`config.mk`:
```
export PLATFORM = sky130hd
export DESIGN_NAME = jk_bank_sched
export DESIGN_NICKNAME = d
export VERILOG_FILES = /design/src/rtl/jk_bank_sched.sv
export SDC_FILE = /design/constraint.sdc
export NUM_CORES = 1
export LEC_CHECK = 0
export ABC_AREA = 0
export CORE_MARGIN = 3
export CORE_UTILIZATION = 45
export DETAILED_ROUTE_END_ITERATION = 10
export GPL_TIMING_DRIVEN = 0
export PLACE_DENSITY = 0.87
export SLEW_MARGIN = 40
export SYNTH_ARGS = -nofsm -noshare
export SYNTH_HDL_FRONTEND = slang
export SYNTH_SLANG_ARGS = --single-unit
```
`constraint.sdc`:
```
create_clock -name clk -period 3 [get_ports clk]
set_input_delay 0.6 -clock clk [delete_from_list [all_inputs] [get_ports clk]]
set_output_delay 0.6 -clock clk [all_outputs]
set_load 0.05 [all_outputs]
```
`src/rtl/jk_bank_sched.sv`:
```
// jk_bank_sched: round-robin scheduler sharing a bank of N_FF JK cells between two requesters.
// Define JK_TOGGLE_CNT_EN to add toggle_cnt, a saturating count of applied in-range toggles.
module jk_bank_sched #(
  parameter int N_FF   = 4,
  parameter int ADDR_W = 2,
  parameter int CNT_W  = 8
) (
  input  logic              clk,
  input  logic              rst,
  input  logic              req0_valid,
  input  logic [1:0]        req0_op,
  input  logic [ADDR_W-1:0] req0_addr,
  output logic              req0_ready,
  input  logic              req1_valid,
  input  logic [1:0]        req1_op,
  input  logic [ADDR_W-1:0] req1_addr,
  output logic              req1_ready,
  output logic              busy,
  output logic              done,
  output logic              done_id,
  output logic              err,
`ifdef JK_TOGGLE_CNT_EN
  output logic [CNT_W-1:0]  toggle_cnt,
`endif
  output logic [N_FF-1:0]   q,
  output logic [N_FF-1:0]   q_bar
);

  typedef enum logic [1:0] {IDLE, DRIVE, DONE} state_t;

  localparam logic [ADDR_W:0] NFF = (ADDR_W+1)'(N_FF);

  state_t            state;
  logic [1:0]        lat_op;
  logic [ADDR_W-1:0] lat_addr;
  logic              lat_id;
  logic              last_id;
  logic              grant0;
  logic              grant1;
  logic              in_range;
  logic [N_FF-1:0]   q_nxt;

  // last_id resets to 1 so that req0 wins the first contended arbitration
  assign grant0 = req0_valid & (~req1_valid | last_id);
  assign grant1 = req1_valid & (~req0_valid | ~last_id);

  // gated by rst so readys stay low while reset is held with valids asserted
  assign req0_ready = rst & (state == IDLE) & grant0;
  assign req1_ready = rst & (state == IDLE) & grant1;

  assign in_range = ({1'b0, lat_addr} < NFF);
  assign q_bar    = ~q;

  always_comb begin
    q_nxt = q;
    for (int i = 0; i < N_FF; i++) begin
      if (lat_addr == ADDR_W'(i)) begin
        q_nxt[i] = (lat_op[1] & ~q[i]) | (~lat_op[0] & q[i]);
      end
    end
  end

  always_ff @(posedge clk or negedge rst) begin
    if (!rst) begin
      state    <= IDLE;
      lat_op   <= 2'b00;
      lat_addr <= '0;
      lat_id   <= 1'b0;
      last_id  <= 1'b1;
      busy     <= 1'b0;
      done     <= 1'b0;
      done_id  <= 1'b0;
      err      <= 1'b0;
      q        <= '0;
    end else begin
      case (state)
        IDLE: begin
          if (req0_ready | req1_ready) begin
            state    <= DRIVE;
            busy     <= 1'b1;
            lat_id   <= req1_ready;
            last_id  <= req1_ready;
            lat_op   <= req1_ready ? req1_op : req0_op;
            lat_addr <= req1_ready ? req1_addr : req0_addr;
          end
        end
        DRIVE: begin
          state   <= DONE;
          q       <= q_nxt;
          done    <= 1'b1;
          done_id <= lat_id;
          err     <= ~in_range;
        end
        DONE: begin
          state <= IDLE;
          busy  <= 1'b0;
          done  <= 1'b0;
          err   <= 1'b0;
        end
        default: state <= IDLE;
      endcase
    end
  end

`ifdef JK_TOGGLE_CNT_EN
  always_ff @(posedge clk or negedge rst) begin
    if (!rst) begin
      toggle_cnt <= '0;
    end else if (state == DRIVE && lat_op == 2'b11 && in_range && toggle_cnt != '1) begin
      toggle_cnt <= toggle_cnt + CNT_W'(1);
    end
  end
`endif

endmodule

```
# ---- Word-level counts from Yosys, hierarchy flattened
# Index checks and enable logic that the tools add are counted.
dict set report op_classes {
  n_eq_ne 6
  reduce_logical 10
  n_bitwise 29
  n_mux 7
}
# op n
set ops {}
lappend ops {{$and A1 B1 Y1} 13}
lappend ops {{$reduce_and A2 Y1} 6}
lappend ops {{$not A1 Y1} 8}
lappend ops {{$or A1 B1 Y1} 7}
lappend ops {{$eq A2 B2 Y1 const B} 3}
lappend ops {{$mux W2} 3}
lappend ops {{$eq A2 B1 Y1 const B} 2}
lappend ops {{$logic_not A2 Y1} 2}
lappend ops {{$not A4 Y4} 1}
lappend ops {{$pmux W1 S2} 2}
lappend ops {{$pmux W2 S2} 1}
lappend ops {{$reduce_bool A2 Y1} 2}
lappend ops {{$ne A2 B1 Y1 const B} 1}
lappend ops {{$mux W1} 1}
dict set report totals {
  register_bits 15
}

# ---- Logic depth before layout (Yosys ltp)
# Gate-level depths: netlist of the first run.
dict set report logic_depth {
  depth_word 7
  ltp_mapped 6
  ltp_nobuf 5
}

# ---- Least setup slack after synthesis of the first run
# OpenSTA, ideal clock, no wires.
dict set report synth_timing {
  path_type {flip-flop to output port}
  startpoint {register state[0]}
  endpoint {output req1_ready}
  path_buffers 1
  t_required_ns 2.400
  path_slack_ns 0.940
  t_arrival_ns 1.460
  path_stages_with_launch 7
  path_cell_list {dfrtp_1 inv_1 ha_1 nand3_2 or2_1 buf_2 inv_1}
}
dict set report synth_via {
  elab_chain_cells 3
}
# element line
set synth_rtl {}
lappend synth_rtl {{from (decl)} 33} ;# state_t state;
lappend synth_rtl {{from (signal assigned)} 65} ;# state <= IDLE;
lappend synth_rtl {{from (signal assigned)} 79} ;# state <= DRIVE;
lappend synth_rtl {{from (signal assigned)} 88} ;# state <= DONE;
lappend synth_rtl {{$logic_not A2 Y1} 49} ;# assign req1_ready = rst & (state == IDLE) & grant1;
lappend synth_rtl {{$and A1 B1 Y1 (2 in series)} 49}
lappend synth_rtl {{to (decl)} 17} ;# output logic req1_ready,
# Every way passes these cells.

# ---- Final worst setup path of the first run
dict set report layout_timing {
  startpoint {input req1_valid}
  endpoint {output req1_ready}
}
dict set report layout_via {
  elab_chain_cells 2
}
# element line
set layout_rtl {}
lappend layout_rtl {{from (decl)} 14} ;# input logic req1_valid,
lappend layout_rtl {{$and A1 B1 Y1} 45} ;# assign grant1 = req1_valid & (~req0_valid | ~last_id);
lappend layout_rtl {{$and A1 B1 Y1} 49}
# Every way passes these cells.

==> metrics.md, run 1 <==
| Metric | Value |
|---|---|
| Antenna diode count | 0 |
| Worst-path clk slew | 0.08 ns |
| Critical Path AT | 2.27 ns |
| Leakage | 0.498 nW |
| NetSw | 0.595 mW |
| Max-slew headroom | 61.3% |
| Largest net degree at the start of global routing | 20 |
| Drt via density | 5.50 |
| CP max stage cell | clkdlybuf4s50_1 |
| Die H | 47.5 um |
| Post-route ant nets | 0 |
| Final Max Tran Viols | 0 |
| Switch share | 48.3% |
| Mapped cell area | 776 um^2 |
| Worst-Skew Late Latency | 0.28 ns |
| Slew @ Worst Pin | 0.579 ns |
| Crit path largest cell delay | 0.55 ns |
| Clock Tree Root | clkbuf_4 |
| Clock power share | 9.1% |
| Final Hold Fails | 0 |
| Outcome | completed |
| Tcrit/Tclk final | 95.7% |
| Internal | 0.636 mW |
| FF+latch count, synth | 15 |
| Final setup fails | 0 |
| Cells after Synth | 73 |
| Starting Density | 49.8% |
| Final worst setup slack | 0.129 ns |
| Worst R2R Path Depth | 5 |
| Num ports | 26 |
| Tmin final | 2.87 ns |
| Type of the worst setup path | primary input to output pin |
| # fillers | 136 |
| Rows | 14 |
| CP top delay family | buffers and inverters |
| Vias in the first global route | 612 |
| Remaining global-route overflow | 0 |
| Die span in x | 47.5 um |
| CP endpoint kind | output pin |
| Multi-input logic area | 353 um^2 |
| Syn avg cell area | 10.6 um^2 |
| # Max-Cap Violations | 0 |
| Final GP Congestion | 0.737 |
| Layout cells sized above 1 | 10.9% |
| Peak VDD IR | 0.615 mV |
| First-pass GRT wire length | 2660 um |
| Pwr/cell area | 1160 mW/mm^2 |
| Buf/Inv on CP | 4 |
| RSZ-0062 raised after global routing | no |
| CTS HTree Levels | 1 |
| Post-CTS setup buffer count | 0 |
| Fraction of registers with async set/reset | 100% |
| WL/cell | 13.5 um |
| HP Class | primary input to async pin |
| Combinational power share | 58.7% |
| Clk sinks | 15 |
| Port buffer count | 24 |
| Dpl hpwl | 1190 um |
| Clock Tree Buf Depth | 2 |
| Routed wire length | 1580 um |
| TritonCTS clock tree | built |
| Initial antenna violation count | 0 |
| Gr usage total | 17.0% |
| Iteration-0 DRC Markers | 9 |
| Dpl ws | -0.748 ns |
| CP Max Fanout | 7 |
| Top_reg_cell synth | dfrtp_1 |
| Flop pwr share | 32.2% |
| Drt drc | 0 |
| Synthesized Nets | 89 |
| CP Cell Sequence | clkdlybuf4s50_1 -> nand3_2 -> or2_1 -> buf_2 -> inv_1 -> dlygate4sd2_1 |
| Fin nets | 118 |
| Post-synth cell types | 26 |
| Synth warnings | 0 |
| Dpl cell area | 0.00104 mm^2 |
| EDFF count, synth | 0 |
| CTS buffer count | 3 |
| Post-synthesis sequential area ratio | 48.5% |
| Layout Cell Area excl Fill | 0.00106 mm^2 |
| WP depth | 6 |
| Reg area | 377 um^2 |
| Area Overhead vs Synth | 36.9% |
| DR vias | 644 |
| CP startpoint kind | primary input |
| DIE AREA | 0.00226 mm^2 |
| Fin Clk Skew | 0.00172 ns |
| Max Clock Freq | 0.348 GHz |
| Drt pass-1 iters | 4 |
| CP required | 2.40 ns |
| Core Box Area | 0.00156 mm^2 |
-- path summary, 6_finish.rpt --
| check | start | end | slack (ns) |
|---|---|---|---|
| min | rst | lat_op[1] | 0.35 |
| max reg2reg | state[0] | state[0] | 1.24 |
| min in group clk | last_id | last_id | 0.47 |
| max | req1_valid | req1_ready | 0.13 |
| min reg2reg | last_id | last_id | 0.47 |
| max in group asynchronous | rst | last_id | 2.31 |
-- routing by layer --
| metal | GRT usage (%) | vias to the layer above | part of all wire [%] |
|---|---|---|---|
| met4 | 8.29 | 0 | 0.63 |
| li1 | - | 315 | - |
| met3 | 2.26 | 2 | 4.7 |
| met1 | 20.5 | 309 | 42 |
| met5 | 0 | - | 0 |
| met2 | 29.4 | 18 | 52 |
-- state kept, by name, indices dropped and copies added (netlist names) --
register and flops:
lat_addr 2, last_id 1, busy 1, lat_op 2, done 1, state 2, q 4, lat_id 1
done_id 1
-- cells in the final DEF (no fill, tap or decap), types with 2 or more instances in the layout --
cell type        instances
dfrtp_1                 14
ha_1                     4
and2_1                   5
a221o_1                  4
nand4_1                  2
mux2_2                   3
nand2_1                  6
inv_1                    9
clkbuf_4                 3
a21oi_1                  3
a31oi_1                  3
nor3b_1                  5
clkdlybuf4s50_1         22
-- metrics by stage --
stage	total power [mW]	utilization, %	setup TNS [ns]	instances	hold slack [ns]
final	1.23	68.1	0	117	0.348
after CTS	1.24	68.1	0	117	0.349
after floorplan	0.897	-	0	73	0.304
after global routing	1.32	68.1	0	117	0.364
after detailed placement	1.13	66.5	-1.07	113	0.456
after global placement	1.11	66.5	-1.06	113	0.455
-- logic make-up (layout without fill, tap and decap cells) --
kind of cell               count (synthesis)  in the layout  share of synthesized area [%]
and+or+nand+nor                           23             23                           17.9
buffers and inverters                     11             39                           5.97
adders and majority gates                  4              4                           6.45
muxes                                      4              4                           5.64
AOI/OAI and AO/OA                         15             15                           15.0
DFF                                       15             15                           48.5
other                                      1              1                          0.483
-- synth_stat cells, types with 2 or more instances --
master / instances / area share, %
a21oi_1: 3 / 1.9
a221o_1: 4 / 5.2
a31oi_1: 3 / 2.4
and2_1: 5 / 4.0
dfrtp_1: 14 / 45
ha_1: 4 / 6.5
inv_1: 9 / 4.4
mux2_2: 3 / 4.4
nand2_1: 6 / 2.9
nand4_1: 2 / 1.6
nor3b_1: 5 / 4.8
-- power by group through the flow --
stage	Combinational, mW	Clock, mW	Sequential (mW)
after floorplan	0.359	0	0.538
after global placement	0.711	0	0.397
after detailed placement	0.726	0	0.402
after CTS	0.727	0.117	0.399
after global routing	0.776	0.123	0.417
final	0.723	0.112	0.397
-- cell type report --
cell class	count	area share (%)
Inverter	9	3.18
Tap cell	16	1.88
Sequential cell	15	35.5
Timing Repair Buffer	24	22.6
Multi-Input combinational cell	47	33.2
Clock buffer	4	2.47
Buffer	2	1.18
-- what timing repair did --
item,in CTS,in global routing
setup endpoints to repair,2,0
hold buffers,0,0
hold endpoints to repair,0,0
gates resized for setup,4,0
(Power assumes the default switching activity.)
==> run 2: changes to the inputs <==
CTS_BUF_LIST = sky130_fd_sc_hd__clkbuf_8   (was default)
HOLD_SLACK_MARGIN = 0.08   (was default)
==> run 2 against run 1 <==
Wire length down 1.2%. Design area up 1.8%. Final cell count unchanged. Hold slack better by 0.036 ns. Combinational power about the same. Largest cell class unchanged. Highest routed layer unchanged.
==> metrics.md, run 2 (synthesized netlist as in run 1, its figures left out) <==
| Metric | Value |
|---|---|
| Critical Path AT | 2.26 ns |
| CP max stage cell | dlygate4sd2_1 |
| Layout cells sized above 1 | 10.9% |
| Largest Register | q |
| Final Max Tran Viols | 0 |
| Type of the worst setup path | primary input to output pin |
| Leakage | 0.509 nW |
| CP required | 2.40 ns |
| Largest net degree at the start of global routing | 20 |
| Vias in the first global route | 588 |
| HP Class | primary input to async pin |
| Clock Tree Root | clkbuf_8 |
| Worst-Skew Late Latency | 0.24 ns |
| Outcome | completed |
| Port buffer count | 24 |
| Gr usage total | 17.1% |
| WL/cell | 13.4 um |
| Setup TNS | 0 ns |
| Starting Density | 49.8% |
| Crit path largest cell delay | 0.52 ns |
| Final setup fails | 0 |
| Combinational power share | 56.5% |
| Die span in x | 47.5 um |
| Clock Tree Buf Depth | 2 |
| Initial antenna violation count | 0 |
| Leading cell types in the layout, fill and taps excluded | 22 x clkdlybuf4s50_1, 14 x dfrtp_1, 10 x inv_1 |
| DIE AREA | 0.00226 mm^2 |
| DR vias | 650 |
| # Max-Cap Violations | 0 |
| Tcrit/Tclk final | 95.2% |
| Final worst setup slack | 0.143 ns |
| # fillers | 129 |
| RSZ-0062 raised after global routing | no |
| Area Overhead vs Synth | 39.4% |
| Final Hold Fails | 0 |
| Pwr/cell area | 1180 mW/mm^2 |
| Fin Clk Skew | 0.00198 ns |
| CP startpoint kind | primary input |
| Final core occ | 69.3% |
| Fin cells | 117 |
| Flop pwr share | 31.2% |
| Drt drc | 0 |
| CTS HTree Levels | 1 |
| Iteration-0 DRC Markers | 15 |
| Rows | 14 |
| Max Clock Freq | 0.350 GHz |
| Max reg flops | 4 |
| Num ports | 26 |
| Post-CTS setup buffer count | 0 |
| Fin nets | 118 |
| Buf/Inv on CP | 4 |
| Clk sinks | 15 |
| Internal | 0.676 mW |
| Peak VDD IR | 0.681 mV |
| Clock power share | 12.3% |
| Post-route ant nets | 0 |
| CP top delay family | buffers and inverters |
| Slew @ Worst Pin | 0.587 ns |
| NetSw | 0.602 mW |
| CP endpoint kind | output pin |
| Dpl hpwl | 1190 um |
| Die H | 47.5 um |
| Final GP Congestion | 0.737 |
| Core Box Area | 0.00156 mm^2 |
| Switch share | 47.1% |
| Drt pass-1 iters | 4 |
| TritonCTS clock tree | built |
| Dpl ws | -0.748 ns |
| CTS buffer count | 3 |
| CP Max Fanout | 7 |
| Worst-path clk slew | 0.06 ns |
| Commonest non-fill, non-tap cell in the layout | clkdlybuf4s50_1 |
| Tmin final | 2.86 ns |
| Antenna diode count | 0 |
| Drt via density | 5.56 |
| Placed Cells incl. Taps | 113 |
| CP Cell Sequence | clkdlybuf4s50_1 -> and2_1 -> or2_1 -> buf_2 -> inv_1 -> dlygate4sd2_1 |
| First-pass GRT wire length | 2660 um |
| Remaining global-route overflow | 0 |
| Max-slew headroom | 60.7% |
| Routed wire length | 1560 um |
==> run 2: metal layers <==
metal  vias up  GRT usage, %  share of wire (%)
met1       304          21.9                 45
met4         0          8.29                2.0
met5         -             0                  0
met2        25          27.3                 48
li1        316             -                  -
met3         5          3.38                5.1
==> run 2: cell type report <==
cell class	instances	area [um^2]	share of cell area, %
buffer	2	12.5	1.16
clock buffer	3	41.3	3.82
clock inverter	1	3.75	0.347
inverter	9	33.8	3.12
multi-input combinational	47	353	32.6
sequential	15	377	34.8
tap	16	20.0	1.85
timing repair buffer	24	240	22.2
==> run 2: timing repair <==
| item | 4_1_cts | 5_1_grt |
|---|---|---|
| hold buffers | 0 | 0 |
| endpoints found under the setup margin | 2 | 0 |
| resized for setup | 4 | 0 |
==> run 2: worst paths after layout <==
check | from | to | slack [ns] | depth (start not counted)
setup reg to reg | state[0] | state[0] | 1.24 | 5
max in group asynchronous | rst | last_id | 2.27 | 1
hold / removal | rst | lat_op[1] | 0.38 | 1
hold reg to reg | last_id | last_id | 0.46 | 2
setup / recovery | req0_valid | req1_ready | 0.14 | 6
min in group clk | last_id | last_id | 0.46 | 2
==> run 2: through the flow <==
stage	hold slack, ns	total power, mW	cell area [um^2]
floorplan	0.304	0.897	776
global placement	0.455	1.11	1040
detailed placement	0.456	1.13	1040
CTS	0.394	1.29	1080
global route	0.416	1.36	1080
finish	0.384	1.28	1080
==> run 2: power groups by stage <==
stage	combinational (mW)	clock, mW	sequential (mW)
after floorplan	0.359	0	0.538
after detailed placement	0.726	0	0.402
after CTS	0.727	0.163	0.399
after global routing	0.777	0.168	0.417
final	0.722	0.158	0.398
after global placement	0.711	0	0.397
==> run 2: worst register-to-register path: cells and delay by family (launching register included) <==
family,cells,cell delay (ns)
flops,1,0.39
simple gates,1,0.24
compound gates,1,0.29
buf+inv,1,0.11
fa+ha+maj,1,0.27
mux,1,0.35
